File: src/rtl/dsp_in_registered_acc.sv
// dsp_in_registered_acc
// Input-registered multiply/add slice with a counted accumulator.
// Operands are captured in stage A on a valid/ready handshake. Each stage-A
// beat is folded into the accumulator, and every ACC_LEN beats the group
// total is loaded into a held output register that stays put until it is
// consumed.
// Optional build macro: DSP_ACC_SATURATE_EN clamps acc + r at 2^ACC_WIDTH-1
// instead of wrapping.
//
// state | meaning
// ------+---------------------------------------------------------------
// ACCUM | stage A beats are consumed and accumulated
// HOLD  | group result held on out until out_ready; stage A is not consumed
module dsp_in_registered_acc #(
    parameter int DATA_WIDTH = 4,
    parameter int ACC_LEN    = 4,
    parameter int ACC_WIDTH  = 6
) (
    input  logic                      clk,
    input  logic                      rst,
    input  logic                      in_valid,
    output logic                      in_ready,
    input  logic [DATA_WIDTH/2-1:0]   a,
    input  logic [DATA_WIDTH/2-1:0]   b,
    input  logic                      m,
    output logic                      out_valid,
    input  logic                      out_ready,
    output logic [ACC_WIDTH-1:0]      out
);

    localparam int OPW   = DATA_WIDTH / 2;
    localparam int CNT_W = (ACC_LEN > 1) ? $clog2(ACC_LEN) : 1;
    localparam logic [CNT_W-1:0] CNT_LAST = CNT_W'(ACC_LEN - 1);

    typedef enum logic {
        ACCUM = 1'b0,
        HOLD  = 1'b1
    } state_t;

    state_t state;
    state_t state_nxt;

    logic [OPW-1:0]        a_q;
    logic [OPW-1:0]        b_q;
    logic                  m_q;
    logic                  a_vld;
    logic [ACC_WIDTH-1:0]  acc;
    logic [CNT_W-1:0]      cnt;

    logic                  load;
    logic                  consume;
    logic                  last_op;

    logic [DATA_WIDTH-1:0] prod;
    logic [OPW:0]          sum_ab;
    logic [ACC_WIDTH-1:0]  r;
    logic [ACC_WIDTH-1:0]  acc_nxt;

    // Per-op result from the registered operands, zero-extended
    assign prod   = DATA_WIDTH'(a_q) * DATA_WIDTH'(b_q);
    assign sum_ab = (OPW+1)'(a_q) + (OPW+1)'(b_q);
    assign r      = m_q ? ACC_WIDTH'(prod) : ACC_WIDTH'(sum_ab);

`ifdef DSP_ACC_SATURATE_EN
    logic [ACC_WIDTH:0] acc_sum;

    // Carry out of the accumulator width means the group total overflowed
    assign acc_sum = {1'b0, acc} + {1'b0, r};
    assign acc_nxt = acc_sum[ACC_WIDTH] ? {ACC_WIDTH{1'b1}} : acc_sum[ACC_WIDTH-1:0];
`else
    assign acc_nxt = acc + r;
`endif

    // State register
    always_ff @(posedge clk) begin
        if (rst) begin
            state <= ACCUM;
        end else begin
            state <= state_nxt;
        end
    end

    // Next-state logic: leave ACCUM on the last op of a group, leave HOLD on out_ready
    always_comb begin
        state_nxt = state;
        case (state)
            ACCUM:   if (last_op)   state_nxt = HOLD;
            HOLD:    if (out_ready) state_nxt = ACCUM;
            default: state_nxt = ACCUM;
        endcase
    end

    // FSM outputs: handshake and stage-A consume strobes
    always_comb begin
        in_ready = !rst && ((state == ACCUM) || !a_vld);
        consume  = (state == ACCUM) && a_vld;
        load     = in_valid && in_ready;
        last_op  = consume && (cnt == CNT_LAST);
    end

    // Stage A: operand capture; a new beat may load in the same cycle the old one is consumed
    always_ff @(posedge clk) begin
        if (rst) begin
            a_q   <= '0;
            b_q   <= '0;
            m_q   <= 1'b0;
            a_vld <= 1'b0;
        end else if (load) begin
            a_q   <= a;
            b_q   <= b;
            m_q   <= m;
            a_vld <= 1'b1;
        end else if (consume) begin
            a_vld <= 1'b0;
        end
    end

    // Accumulator, op counter and held result register
    always_ff @(posedge clk) begin
        if (rst) begin
            acc       <= '0;
            cnt       <= '0;
            out       <= '0;
            out_valid <= 1'b0;
        end else if (consume) begin
            if (cnt == CNT_LAST) begin
                out       <= acc_nxt;
                out_valid <= 1'b1;
                acc       <= '0;
                cnt       <= '0;
            end else begin
                acc <= acc_nxt;
                cnt <= cnt + 1'b1;
            end
        end else if ((state == HOLD) && out_ready) begin
            out_valid <= 1'b0;
        end
    end

endmodule

File: config.mk
export PLATFORM = sky130hd
export DESIGN_NAME = dsp_in_registered_acc
export DESIGN_NICKNAME = d
export VERILOG_FILES = /design/src/rtl/dsp_in_registered_acc.sv
export SDC_FILE = /design/constraint.sdc
export NUM_CORES = 1
export LEC_CHECK = 0
export ABC_AREA = 1
export CORE_MARGIN = 10
export CORE_UTILIZATION = 55
export DETAILED_ROUTE_END_ITERATION = 16
export PLACE_DENSITY = 0.81
export SLEW_MARGIN = 20
export SYNTH_ARGS = -nofsm -noshare
export SYNTH_HDL_FRONTEND = slang
export SYNTH_SLANG_ARGS = --single-unit
File: constraint.sdc
create_clock -name clk -period 5.4 [get_ports clk]
set_input_delay 0.54 -clock clk [delete_from_list [all_inputs] [get_ports clk]]
set_output_delay 0.54 -clock clk [all_outputs]
set_load 0.02 [all_outputs]
# Word-level counts from Yosys, hierarchy flattened
# Index checks and enable logic that the tools add are counted.
# totals
ff_bits	22
latch_bits	0
mem_bits_rw	0
mem_bits_ro	0
input_bits	9
out_inout_bits	8
elab_cells	39
mem_count	0
# op_classes
addsub	3
n_mul	1
div	0
n_lt_le_gt_ge	0
eq_ne	2
shift	0
n_mux	11
bitwise_logic	1
n_reduce_logical	12
# ops
operator	n
$mux 1	7
$add 6x4->6	1
$mux 6	1
$logic_and 1x1->1	5
$mul 2x2->4	1
$mux 4	1
$reduce_and 2->1	2
$reduce_bool 2->1	2
$add 2x2->3	1
$add 2x1->2 const B	1
$eq 2x2->1 const B	1
$logic_not 1->1	2
$mux 2	1
$ne 2x1->1 const B	1
$pmux 1 s2	1
$logic_or 1x1->1	1
$not 1->1	1

# Longest topological paths before layout
# Gate-level depths: netlist of run 1.
# depth
depth_word	5
depth_mapped	16
mapped_depth_nobuf	16

# Worst setup path after synthesis of run 1
# No wires, ideal clock.
# synth_path
path_type	flip-flop to flip-flop
from	reg a_q[0]
to	reg acc[4]
arrival_ps	2258
t_required_ps	5329
slack_ps	3071
path_stages_with_launch	12
n_path_buf	0
synth_period_minus_slack_ps	2329
cell_sequence	dfxtp_1 ha_1 fa_1 inv_1 o21ai_0 inv_1 fa_1 nand3b_1 nand2_1 xor2_1 nand2_1 a21oi_1
# synth_via
elab_chain_len	4
elab_cells_between_ends	5
cone_classes	2 x add/sub; 1 x mul; 2 x mux
# synth_rtl
item	line	source
start, declared	43	logic [OPW-1:0] a_q;
start signal, assigned	104	a_q <= '0;
start signal, assigned	109	a_q <= a;
$mul 2x2->4 or $add 2x2->3 (tied branches)	60, 61	
$mux 4 *	62	assign r = m_q ? ACC_WIDTH'(prod) : ACC_WIDTH'(sum_ab);
$add 6x4->6 *	71	assign acc_nxt = acc + r;
$mux 6 *	126	if (cnt == CNT_LAST) begin
end signal, assigned	132	acc <= acc_nxt;
end, declared	47	logic [ACC_WIDTH-1:0] acc;
# Mark *: on every way between the ends. The rest lies on a longest branch, timed or not.
# A chain may end at the register's enable or synchronous reset.

# Worst setup path after layout of run 1
# Same ends and word-level chain as after synthesis.

==> results.txt, run 1 <==
----------------------------------------------------
[Status]
  Result of the run ... completed

[Run]
  Reported max-cap violation count ... 0

[GRT]
  Total congestion overflow ... 0
  Wire length of the first global-routing pass ... 4400 um
  Initial antenna violation count ... 0
  Via count of the first global-routing pass ... 1061
  GR Util met3 ... 0.0288
  Layer carrying the most global-route usage ... met2
  Met1 track utilization from global routing ... 0.142
  Maximum number of pins on one net before global-route repair ... 16
  Met2 track demand over resource ... 0.210
  Overall fraction of global-route tracks in use ... 0.124

[STA]
  Max Clk Rate ... 379 MHz
  Final slew viol count ... 0
  Total count of hold-check failures in the final report ... 0
  RSZ-0062 raised after global routing ... no
  Sum of negative setup slack ... 0 ps
  Final setup violation count ... 0
  Worst clock skew ... 0.832 ps
  Fin crit period ... 2640 ps
  Slew at the pin with the worst max-slew slack ... 611 ps
  Final critical-path share of the clock period ... 0.488
  Headroom to the max-slew limit ... 0.591

[Drt]
  Final ANT Viol Nets ... 0
  Detailed-route wire length per cell ... 12.4 um
  First-pass DRT Iterations ... 4
  DRT Wirelength ... 2450 um
  Mean number of vias per cell ... 5.09
  First-iteration detailed-routing DRC count ... 51
  Number of remaining DRC errors ... 0
  Total via count in the routed design ... 1003

[Power]
  PnR Total Power ... 339 uW
  IR drop worst, VDD ... 168 uV
  Static leakage ... 0.000644 uW
  Pwr/cell area ... 242 nW/um2

[Clock network]
  Post-CTS setup-driven buffer insertion count ... 0
  Deepest clock path buffer count ... 2
  TritonCTS clock tree ... built
  Clock latency reported for the late side of the worst-skew pair ... 320 ps
  Cts hold-fix bufs ... 0
  Quantity of gates resized following cts ... 0
  Clock edge transition at the registers on the reported setup and hold paths ... 120 ps
  Clock Sinks ... 22
  Number of buffers inserted during clock tree synthesis ... 3
  H-tree lvl count ... 1
  Root Driver ... sky130_fd_sc_hd__clkbuf_4

[Critical path]
  Endpoint kind of the worst setup timing path ... register
  Category of the most critical setup path ... reg2reg
  Endpoint required time on the critical path ... 5650 ps
  Max stage delay cell, worst path ... sky130_fd_sc_hd__fa_1
  Critical path launch point type ... register
  Depth of the worst register-to-register path ... 11
  Cells along the critical path ... ha_1, fa_1, inv_1, o21ai_0, inv_1, fa_1, nand3b_1, nand2_1, xor2_1, nand2_1, a21oi_1
  Crit path largest cell delay ... 490 ps
  Worst path arrival time ... 2880 ps
  Critical path fanouts, max ... 3

[Cells and area]
  Ratio of cells with drive above 1 in the final layout ... 0.0765
  N_diodes ... 0
  Synthesis-to-finish area growth ... 20.4%
  Most common cell after layout, fill and taps aside ... sky130_fd_sc_hd__nand2_1
  Most frequent cells in the layout ... 46 x sky130_fd_sc_hd__nand2_1, 22 x sky130_fd_sc_hd__dfxtp_1, 18 x sky130_fd_sc_hd__inv_1, 16 x sky130_fd_sc_hd__clkdlybuf4s50_1, 13 x sky130_fd_sc_hd__a21oi_1
  Final layout net count ... 191

[Synth]
  Share of Yosys cell area claimed by the top area cell type ... 0.378
  Synth Register Bits ... 22
  Average footprint of a synthesized cell ... 7.66 um2
  Dominant cell type by area after synthesis ... sky130_fd_sc_hd__dfxtp_1
  Proportion of synthesized chip area in sequential cells ... 0.378
  Async S/R FF share, synth ... 0
  Synth Cell Area ... 1160 um2
  Top FF cell, synth ... sky130_fd_sc_hd__dfxtp_1
  Synth cell types ... 26
  Post-synth EDFFs ... 0
  Net Count, Synth ... 172
  Main area contributors after synthesis ... sky130_fd_sc_hd__dfxtp_1 38%, sky130_fd_sc_hd__nand2_1 15%, sky130_fd_sc_hd__ha_1 9.7%
  Post-synthesis instance total ... 152
  Syn. warnings ... 0

[Die]
  # IOs ... 17
  Die Area ... 4360 um2
  Initial Util ... 0.588
  Vertical extent of the die ... 66.0 um
  FP Rows ... 16
  Die Wd ... 66.0 um
  Core ar. ... 1980 um2

[Place]
  Placer's final routability congestion estimate ... 0.811
  Half-perimeter wire length of the detailed placement result ... 1930 um
  PortBufs ... 16

[Min path]
  Instance count along the most critical hold path ... 2
  HP Class ... reg2reg

----------------------------------------------------
==> critical path: cells and delay by family, from the launching register on <==
family          cells  cell delay (ps)
simple gates        3              340
compound gates      2              370
flops               1              350
xor+xnor            1              210
buf+inv             2              140
fa+ha+maj           3             1150
==> cells in the mapped netlist (2+ instances only) <==
master,n
sky130_fd_sc_hd__nand3_1,5
sky130_fd_sc_hd__ha_1,9
sky130_fd_sc_hd__o21bai_1,2
sky130_fd_sc_hd__inv_2,4
sky130_fd_sc_hd__inv_1,18
sky130_fd_sc_hd__fa_1,2
sky130_fd_sc_hd__dfxtp_1,22
sky130_fd_sc_hd__a21oi_1,13
sky130_fd_sc_hd__xor2_1,2
sky130_fd_sc_hd__o21ai_0,11
sky130_fd_sc_hd__nor2_1,4
sky130_fd_sc_hd__nand2_1,46
==> kinds of logic (layout without fill, tap and decap cells) <==
| group | after synthesis | after routing | synth area share |
|---|---|---|---|
| simple gates | 62 | 62 | 0.250 |
| compound gates | 29 | 29 | 0.136 |
| buf+inv | 25 | 43 | 0.0816 |
| flops | 22 | 22 | 0.378 |
| fa+ha+maj | 11 | 11 | 0.131 |
| xor+xnor | 3 | 3 | 0.0226 |
==> sequential cells by signal, indices dropped and copies added, names as in the netlist <==
signal	flops
a_q	2
a_vld	1
acc	6
b_q	2
cnt	2
m_q	1
out	6
out_valid	1
state	1
==> layer usage <==
metal,vias to the layer above,routed length [um]
met5,-,0
met4,0,60
met2,22,1230
met1,457,1050
met3,7,114
li1,517,-
==> cell type report <==
type                            count  area [um2]
Sequential cell                    22         440
Inverter                           23        86.3
Timing Repair Buffer               16         160
Clock buffer                        3        22.5
Fill cell                         155         579
Tap cell                           27        33.8
Clock inverter                      1        30.0
Multi-Input combinational cell    105         629
==> where the power goes <==
| group | leakage (uW) | total, uW | internal, uW | switching (uW) |
|---|---|---|---|---|
| Sequential | 0.000179 | 173 | 168 | 5.18 |
| Combinational | 0.000437 | 39.7 | 17.7 | 22.0 |
| Clock | 0.0000279 | 126 | 75.2 | 51.2 |
==> path summary, 6_finish.rpt <==
check / end / start / slack [ps]
min: out[2]$_SDFFE_PP0P_ / out[2]$_SDFFE_PP0P_ / 480
max: acc[4]$_SDFFE_PP0P_ / a_q[0]$_SDFFE_PP0P_ / 2760
min reg2reg: out[2]$_SDFFE_PP0P_ / out[2]$_SDFFE_PP0P_ / 480
max reg2reg: acc[4]$_SDFFE_PP0P_ / a_q[0]$_SDFFE_PP0P_ / 2760
==> metrics by stage <==
stage	area [um2]	cells	hold WS [ps]	utilization	setup slack (ps)
after floorplan	1160	152	445	-	3070
after global placement	1350	193	456	0.681	2800
after detailed placement	1350	193	460	0.681	2780
after CTS	1400	197	478	0.708	2750
after global routing	1400	197	512	0.708	2600
final	1400	197	478	0.708	2760
(Power assumes the default switching activity.)
==> run 2, diff against run 1 <==
--- a/config.mk
+++ b/config.mk
@@ -7,9 +7,9 @@
 export LEC_CHECK = 0
 export ABC_AREA = 1
 export CORE_MARGIN = 10
-export CORE_UTILIZATION = 55
+export CORE_UTILIZATION = 47
 export DETAILED_ROUTE_END_ITERATION = 16
-export PLACE_DENSITY = 0.81
+export PLACE_DENSITY = 0.73
 export SLEW_MARGIN = 20
 export SYNTH_ARGS = -nofsm -noshare
 export SYNTH_HDL_FRONTEND = slang
==> constraint.sdc (replaced) <==
create_clock -name clk -period 2.2 [get_ports clk]
set_input_delay 0.22 -clock clk [delete_from_list [all_inputs] [get_ports clk]]
set_output_delay 0.22 -clock clk [all_outputs]
set_load 0.02 [all_outputs]
==> results.txt, run 2 (same netlist as run 1, synthesis figures left out) <==
----------------------------------------------------
[Status]
  Result of the run ... complete, but fails checks
  Violated checks ... negative setup slack

[STA]
  Worst hold slack ... 470 ps
  Worst clock skew ... 16.3 ps
  Headroom to the max-slew limit ... 0.760
  Final slew viol count ... 0
  RSZ-0062 raised after global routing ... yes
  Max Clk Rate ... 452 MHz
  Final setup violation count ... 1
  Sum of negative setup slack ... -13.4 ps
  Total count of hold-check failures in the final report ... 0
  Fin crit period ... 2210 ps
  Final critical-path share of the clock period ... 1.01
  Slew at the pin with the worst max-slew slack ... 359 ps
  Smallest setup slack after layout ... -13.4 ps

[Critical path]
  Critical path fanouts, max ... 2
  Kind of cell with the highest combined delay on the critical path ... adder cells
  Category of the most critical setup path ... reg2reg
  Startpoint of the worst register-to-register path ... a_q[0]$_SDFFE_PP0P_
  Max stage delay cell, worst path ... sky130_fd_sc_hd__fa_1
  Worst path arrival time ... 2480 ps
  Depth of the worst register-to-register path ... 11
  Endpoint required time on the critical path ... 2470 ps
  Reg-to-reg slack, setup ... -10 ps
  Buffers plus inverters on the worst setup path ... 2
  Critical path launch point type ... register
  CP Launch Point ... a_q[0]$_SDFFE_PP0P_
  Instance count on the critical path ... 11
  Cells along the critical path ... ha_4, fa_1, inv_1, o21ai_2, inv_1, fa_2, nand3b_1, nand2_1, xor2_1, nand2_1, a21oi_2
  Endpoint kind of the worst setup timing path ... register
  Crit path largest cell delay ... 470 ps
  Worst R2R End ... acc[4]$_SDFFE_PP0P_

[Power]
  P_int ... 657 uW
  IR drop worst, VDD ... 487 uV
  Clk network pwr share ... 0.362
  PnR Total Power ... 860 uW
  Pwr/cell area ... 551 nW/um2
  Net switching power of the design ... 203 uW
  Static leakage ... 0.000685 uW
  Sequential group share of total power ... 0.496
  Power share of the combinational group ... 0.142
  Net switching fraction of the power ... 0.236

[GRT]
  Via count of the first global-routing pass ... 1057
  Wire length of the first global-routing pass ... 4580 um
  Initial antenna violation count ... 0
  Maximum number of pins on one net before global-route repair ... 15
  Total congestion overflow ... 0
  Overall fraction of global-route tracks in use ... 0.110

[Die]
  Die Wd ... 69.8 um
  # IOs ... 17
  Core ar. ... 2280 um2
  Initial Util ... 0.512
  Vertical extent of the die ... 69.8 um
  FP Rows ... 17
  Die Area ... 4870 um2

[Place]
  PortBufs ... 16
  Half-perimeter wire length of the detailed placement result ... 1890 um
  Placer's final routability congestion estimate ... 0.870

[Min path]
  Terminating pin of the worst hold path ... a_q[1]$_SDFFE_PP0P_
  Worst min-delay path startpoint ... a[1]
  HP Class ... in2reg
  Instance count along the most critical hold path ... 3

[Cells and area]
  Filler Cell Count ... 174
  Synthesis-to-finish area growth ... 34.0%
  Most common cell after layout, fill and taps aside ... sky130_fd_sc_hd__nand2_1
  Utilization of the core after routing ... 0.686
  Ratio of cells with drive above 1 in the final layout ... 0.216
  Final layout net count ... 197
  N_diodes ... 0
  Largest registers in the final layout ... acc (6), out (6)
  Most frequent cells in the layout ... 41 x sky130_fd_sc_hd__nand2_1, 20 x sky130_fd_sc_hd__dfxtp_1, 18 x sky130_fd_sc_hd__inv_1, 16 x sky130_fd_sc_hd__clkdlybuf4s50_1, 12 x sky130_fd_sc_hd__a21oi_1

[Clock network]
  Root Driver ... sky130_fd_sc_hd__clkbuf_4
  Clock edge transition at the registers on the reported setup and hold paths ... 130 ps
  TritonCTS clock tree ... built
  Clock Sinks ... 22
  Number of buffers inserted during clock tree synthesis ... 3
  Cts hold-fix bufs ... 0
  Clock latency reported for the late side of the worst-skew pair ... 320 ps
  Deepest clock path buffer count ... 2
  H-tree lvl count ... 1

[Drt]
  First-pass DRT Iterations ... 4
  Final ANT Viol Nets ... 0
  First-iteration detailed-routing DRC count ... 26
  Mean number of vias per cell ... 5.00
  Detailed-route wire length per cell ... 12.6 um
  Total via count in the routed design ... 1021
  DRT Wirelength ... 2560 um
  Number of remaining DRC errors ... 0

[Run]
  Reported max-cap violation count ... 0

----------------------------------------------------
-- run 2: metrics by stage --
stage | cell area, um2 | setup slack (ps) | std cells
2_1_floorplan | 1170 | 6.62 | 152
3_3_place_gp | 1400 | -19.4 | 199
3_5_place_dp | 1400 | -94.4 | 199
4_1_cts | 1460 | -66.6 | 203
5_1_grt | 1560 | -160 | 204
6_report | 1560 | -13.4 | 204
-- run 2: power by group through the flow --
stage / sequential (uW) / clock (uW) / combinational, uW
after floorplan: 431 / 0 / 65.7
after global placement: 433 / 0 / 106
after detailed placement: 433 / 0 / 108
after CTS: 426 / 323 / 109
after global routing: 430 / 341 / 138
final: 427 / 312 / 122
-- run 2: layer usage --
layer | share of wire | GRT usage
met1 | 0.44 | 0.123
met2 | 0.51 | 0.191
met3 | 0.035 | 0.0314
met4 | 0.012 | 0.0413
met5 | 0 | 0
-- run 2: worst max-delay path by stage --
stage / endpoint / slack (ps)
floorplan: acc[4]$_SDFFE_PP0P_ / 7
global placement: acc[4]$_SDFFE_PP0P_ / -20
detailed placement: acc[4]$_SDFFE_PP0P_ / -90
CTS: acc[4]$_SDFFE_PP0P_ / -70
global route: acc[4]$_SDFFE_PP0P_ / -160
finish: acc[4]$_SDFFE_PP0P_ / -10
-- run 2: what timing repair did --
item | CTS | global route
pin swaps | 5 | 15
setup endpoints to repair | 6 | 9
buffers inserted | 0 | 1
gates resized for setup | 4 | 17
hold endpoints to repair | 0 | 0
-- run 2: area by class of cell --
type	count	area, um2	area share
Tap cell	28	35.0	0.0224
Multi-Input combinational cell	105	739	0.474
Sequential cell	22	443	0.284
Inverter	23	86.3	0.0553
Clock buffer	3	22.5	0.0144
Timing Repair Buffer	22	205	0.131
Clock inverter	1	30.0	0.0192
-- run 2: tightest hold or removal path, cell delays in order --
cell	delay (ps)
sky130_fd_sc_hd__clkdlybuf4s50_1	390
sky130_fd_sc_hd__nand2_1	60
sky130_fd_sc_hd__o21ai_0	60
==> run 3, diff against run 2 <==
--- a/config.mk
+++ b/config.mk
@@ -9,7 +9,9 @@
 export CORE_MARGIN = 10
 export CORE_UTILIZATION = 47
 export DETAILED_ROUTE_END_ITERATION = 16
+export GPL_TIMING_DRIVEN = 0
 export PLACE_DENSITY = 0.73
+export REMOVE_ABC_BUFFERS = 1
 export SLEW_MARGIN = 20
 export SYNTH_ARGS = -nofsm -noshare
 export SYNTH_HDL_FRONTEND = slang
==> results.txt, run 3 (same netlist as run 1, synthesis figures left out) <==
----------------------------------------------------
[Drt]
  Detailed-route wire length per cell ... 13.3 um
  DRT Wirelength ... 2720 um
  Final ANT Viol Nets ... 0
  Mean number of vias per cell ... 5.07
  First-pass DRT Iterations ... 4
  Number of remaining DRC errors ... 0
  Total via count in the routed design ... 1034
  First-iteration detailed-routing DRC count ... 44

[Clock network]
  Deepest clock path buffer count ... 2
  Cts hold-fix bufs ... 0
  Clock edge transition at the registers on the reported setup and hold paths ... 110 ps
  H-tree lvl count ... 1
  TritonCTS clock tree ... built
  Root Driver ... sky130_fd_sc_hd__clkbuf_4
  Clock Sinks ... 22
  Clock latency reported for the late side of the worst-skew pair ... 310 ps
  Number of buffers inserted during clock tree synthesis ... 3

[Die]
  Initial Util ... 0.512
  Die Wd ... 69.8 um
  # IOs ... 17
  FP Rows ... 17
  Die Area ... 4870 um2
  Vertical extent of the die ... 69.8 um
  Core ar. ... 2280 um2

[STA]
  Sum of negative setup slack ... -160 ps
  Final slew viol count ... 0
  Worst clock skew ... 5.21 ps
  RSZ-0062 raised after global routing ... yes
  Slew at the pin with the worst max-slew slack ... 683 ps
  Max Clk Rate ... 437 MHz
  Smallest setup slack after layout ... -90.9 ps
  Headroom to the max-slew limit ... 0.543
  Fin crit period ... 2290 ps
  Total count of hold-check failures in the final report ... 0
  Worst hold slack ... 467 ps
  Final setup violation count ... 2
  Final critical-path share of the clock period ... 1.04

[Place]
  Pre-CTS setup slack ... -360 ps
  PortBufs ... 16
  Half-perimeter wire length of the detailed placement result ... 1880 um
  Total cell area at the placement stage ... 1350 um2
  Placer's final routability congestion estimate ... 0.793

[Critical path]
  Cells along the critical path ... ha_4, fa_1, inv_1, o21ai_2, inv_2, fa_2, nand3b_1, nand2_2, xor2_2, buf_4, o21bai_1, inv_1
  Critical path launch point type ... register
  Library cell appearing most often on the critical path ... sky130_fd_sc_hd__inv_1
  Worst path arrival time ... 2500 ps
  CP Launch Point ... b_q[0]$_SDFFE_PP0P_
  Critical path fanouts, max ... 2
  Endpoint required time on the critical path ... 2410 ps
  Endpoint kind of the worst setup timing path ... register
  Crit path largest cell delay ... 470 ps
  Startpoint of the worst register-to-register path ... b_q[0]$_SDFFE_PP0P_
  Max stage delay cell, worst path ... sky130_fd_sc_hd__fa_1
  Category of the most critical setup path ... reg2reg

[GRT]
  Overall fraction of global-route tracks in use ... 0.106
  Total congestion overflow ... 0
  Wire length of the first global-routing pass ... 4410 um
  Initial antenna violation count ... 0
  Via count of the first global-routing pass ... 1017
  Maximum number of pins on one net before global-route repair ... 16

[Status]
  Result of the run ... complete, but fails checks
  Violated checks ... negative setup slack

[Power]
  IR drop worst, VDD ... 409 uV
  Static leakage ... 0.000674 uW
  Sequential group share of total power ... 0.577
  Power share of the combinational group ... 0.180
  Net switching power of the design ... 197 uW
  Clk network pwr share ... 0.243
  Pwr/cell area ... 473 nW/um2
  P_int ... 542 uW
  Net switching fraction of the power ... 0.267

[Cells and area]
  Ratio of cells with drive above 1 in the final layout ... 0.250
  Final layout net count ... 198
  Most frequent cells in the layout ... 41 x sky130_fd_sc_hd__nand2_1, 20 x sky130_fd_sc_hd__dfxtp_1, 17 x sky130_fd_sc_hd__inv_1, 16 x sky130_fd_sc_hd__clkdlybuf4s50_1
  Post-route standard cell area excluding fillers ... 1560 um2
  Synthesis-to-finish area growth ... 34.2%
  Largest registers in the final layout ... acc (6), out (6)
  Filler Cell Count ... 184
  N_diodes ... 0
  Most common cell after layout, fill and taps aside ... sky130_fd_sc_hd__nand2_1

[Run]
  Reported max-cap violation count ... 0

[Min path]
  Worst min-delay path startpoint ... b[0]
  HP Class ... in2reg

----------------------------------------------------
-- run 3: final timing paths --
path         slack (ps)  depth (start not counted)             endpoint
max                 -90                         12  out[4]$_SDFFE_PP0P_
min                 470                          3  b_q[0]$_SDFFE_PP0P_
min reg2reg         470                          2  cnt[1]$_SDFFE_PP0P_
max reg2reg         -90                         12  out[4]$_SDFFE_PP0P_
-- run 3: stage by stage --
stage               cells   util  power [uW]
floorplan             150      -         489
global placement      194  0.594         526
detailed placement    194  0.594         531
CTS                   202  0.633         721
global route          204  0.687         775
finish                204  0.687         739
-- run 3: final cells by class --
class | count | area [um2] | area share
Tap cell | 28 | 35.0 | 0.0224
Inverter | 23 | 86.3 | 0.0552
Sequential cell | 22 | 443 | 0.283
Multi-Input combinational cell | 105 | 763 | 0.488
Timing Repair Buffer | 23 | 213 | 0.136
Clock buffer | 3 | 22.5 | 0.0144
-- run 3: timing repair --
| action | CTS | global route |
|---|---|---|
| pin swaps | 6 | 12 |
| setup buffers | 5 | 3 |
| setup endpoints to repair | 8 | 9 |
| resized for setup | 9 | 20 |
-- run 3: layer usage --
layer | global-route usage | up-vias | wire length [um]
met4 | 0.0457 | 0 | 44
met1 | 0.112 | 481 | 1160
li1 | - | 528 | -
met3 | 0.0300 | 5 | 135
met5 | 0 | - | 0
met2 | 0.188 | 20 | 1370
-- run 3: power by group through the flow --
stage / combinational [uW] / clock, uW / sequential (uW)
after floorplan: 58.8 / 0 / 430
after detailed placement: 97.7 / 0 / 433
after global placement: 93.6 / 0 / 432
final: 133 / 180 / 427
after CTS: 113 / 182 / 426
after global routing: 148 / 198 / 429
-- run 3: worst max-delay path, delay by kind of cell, from the launching register on --
family | cells | cell delay (ps)
adders and majority gates | 3 | 960
DFF | 1 | 350
buffers and inverters | 4 | 290
AOI/OAI and AO/OA | 2 | 260
and+or+nand+nor | 2 | 260
xor gates and xnor gates | 1 | 70
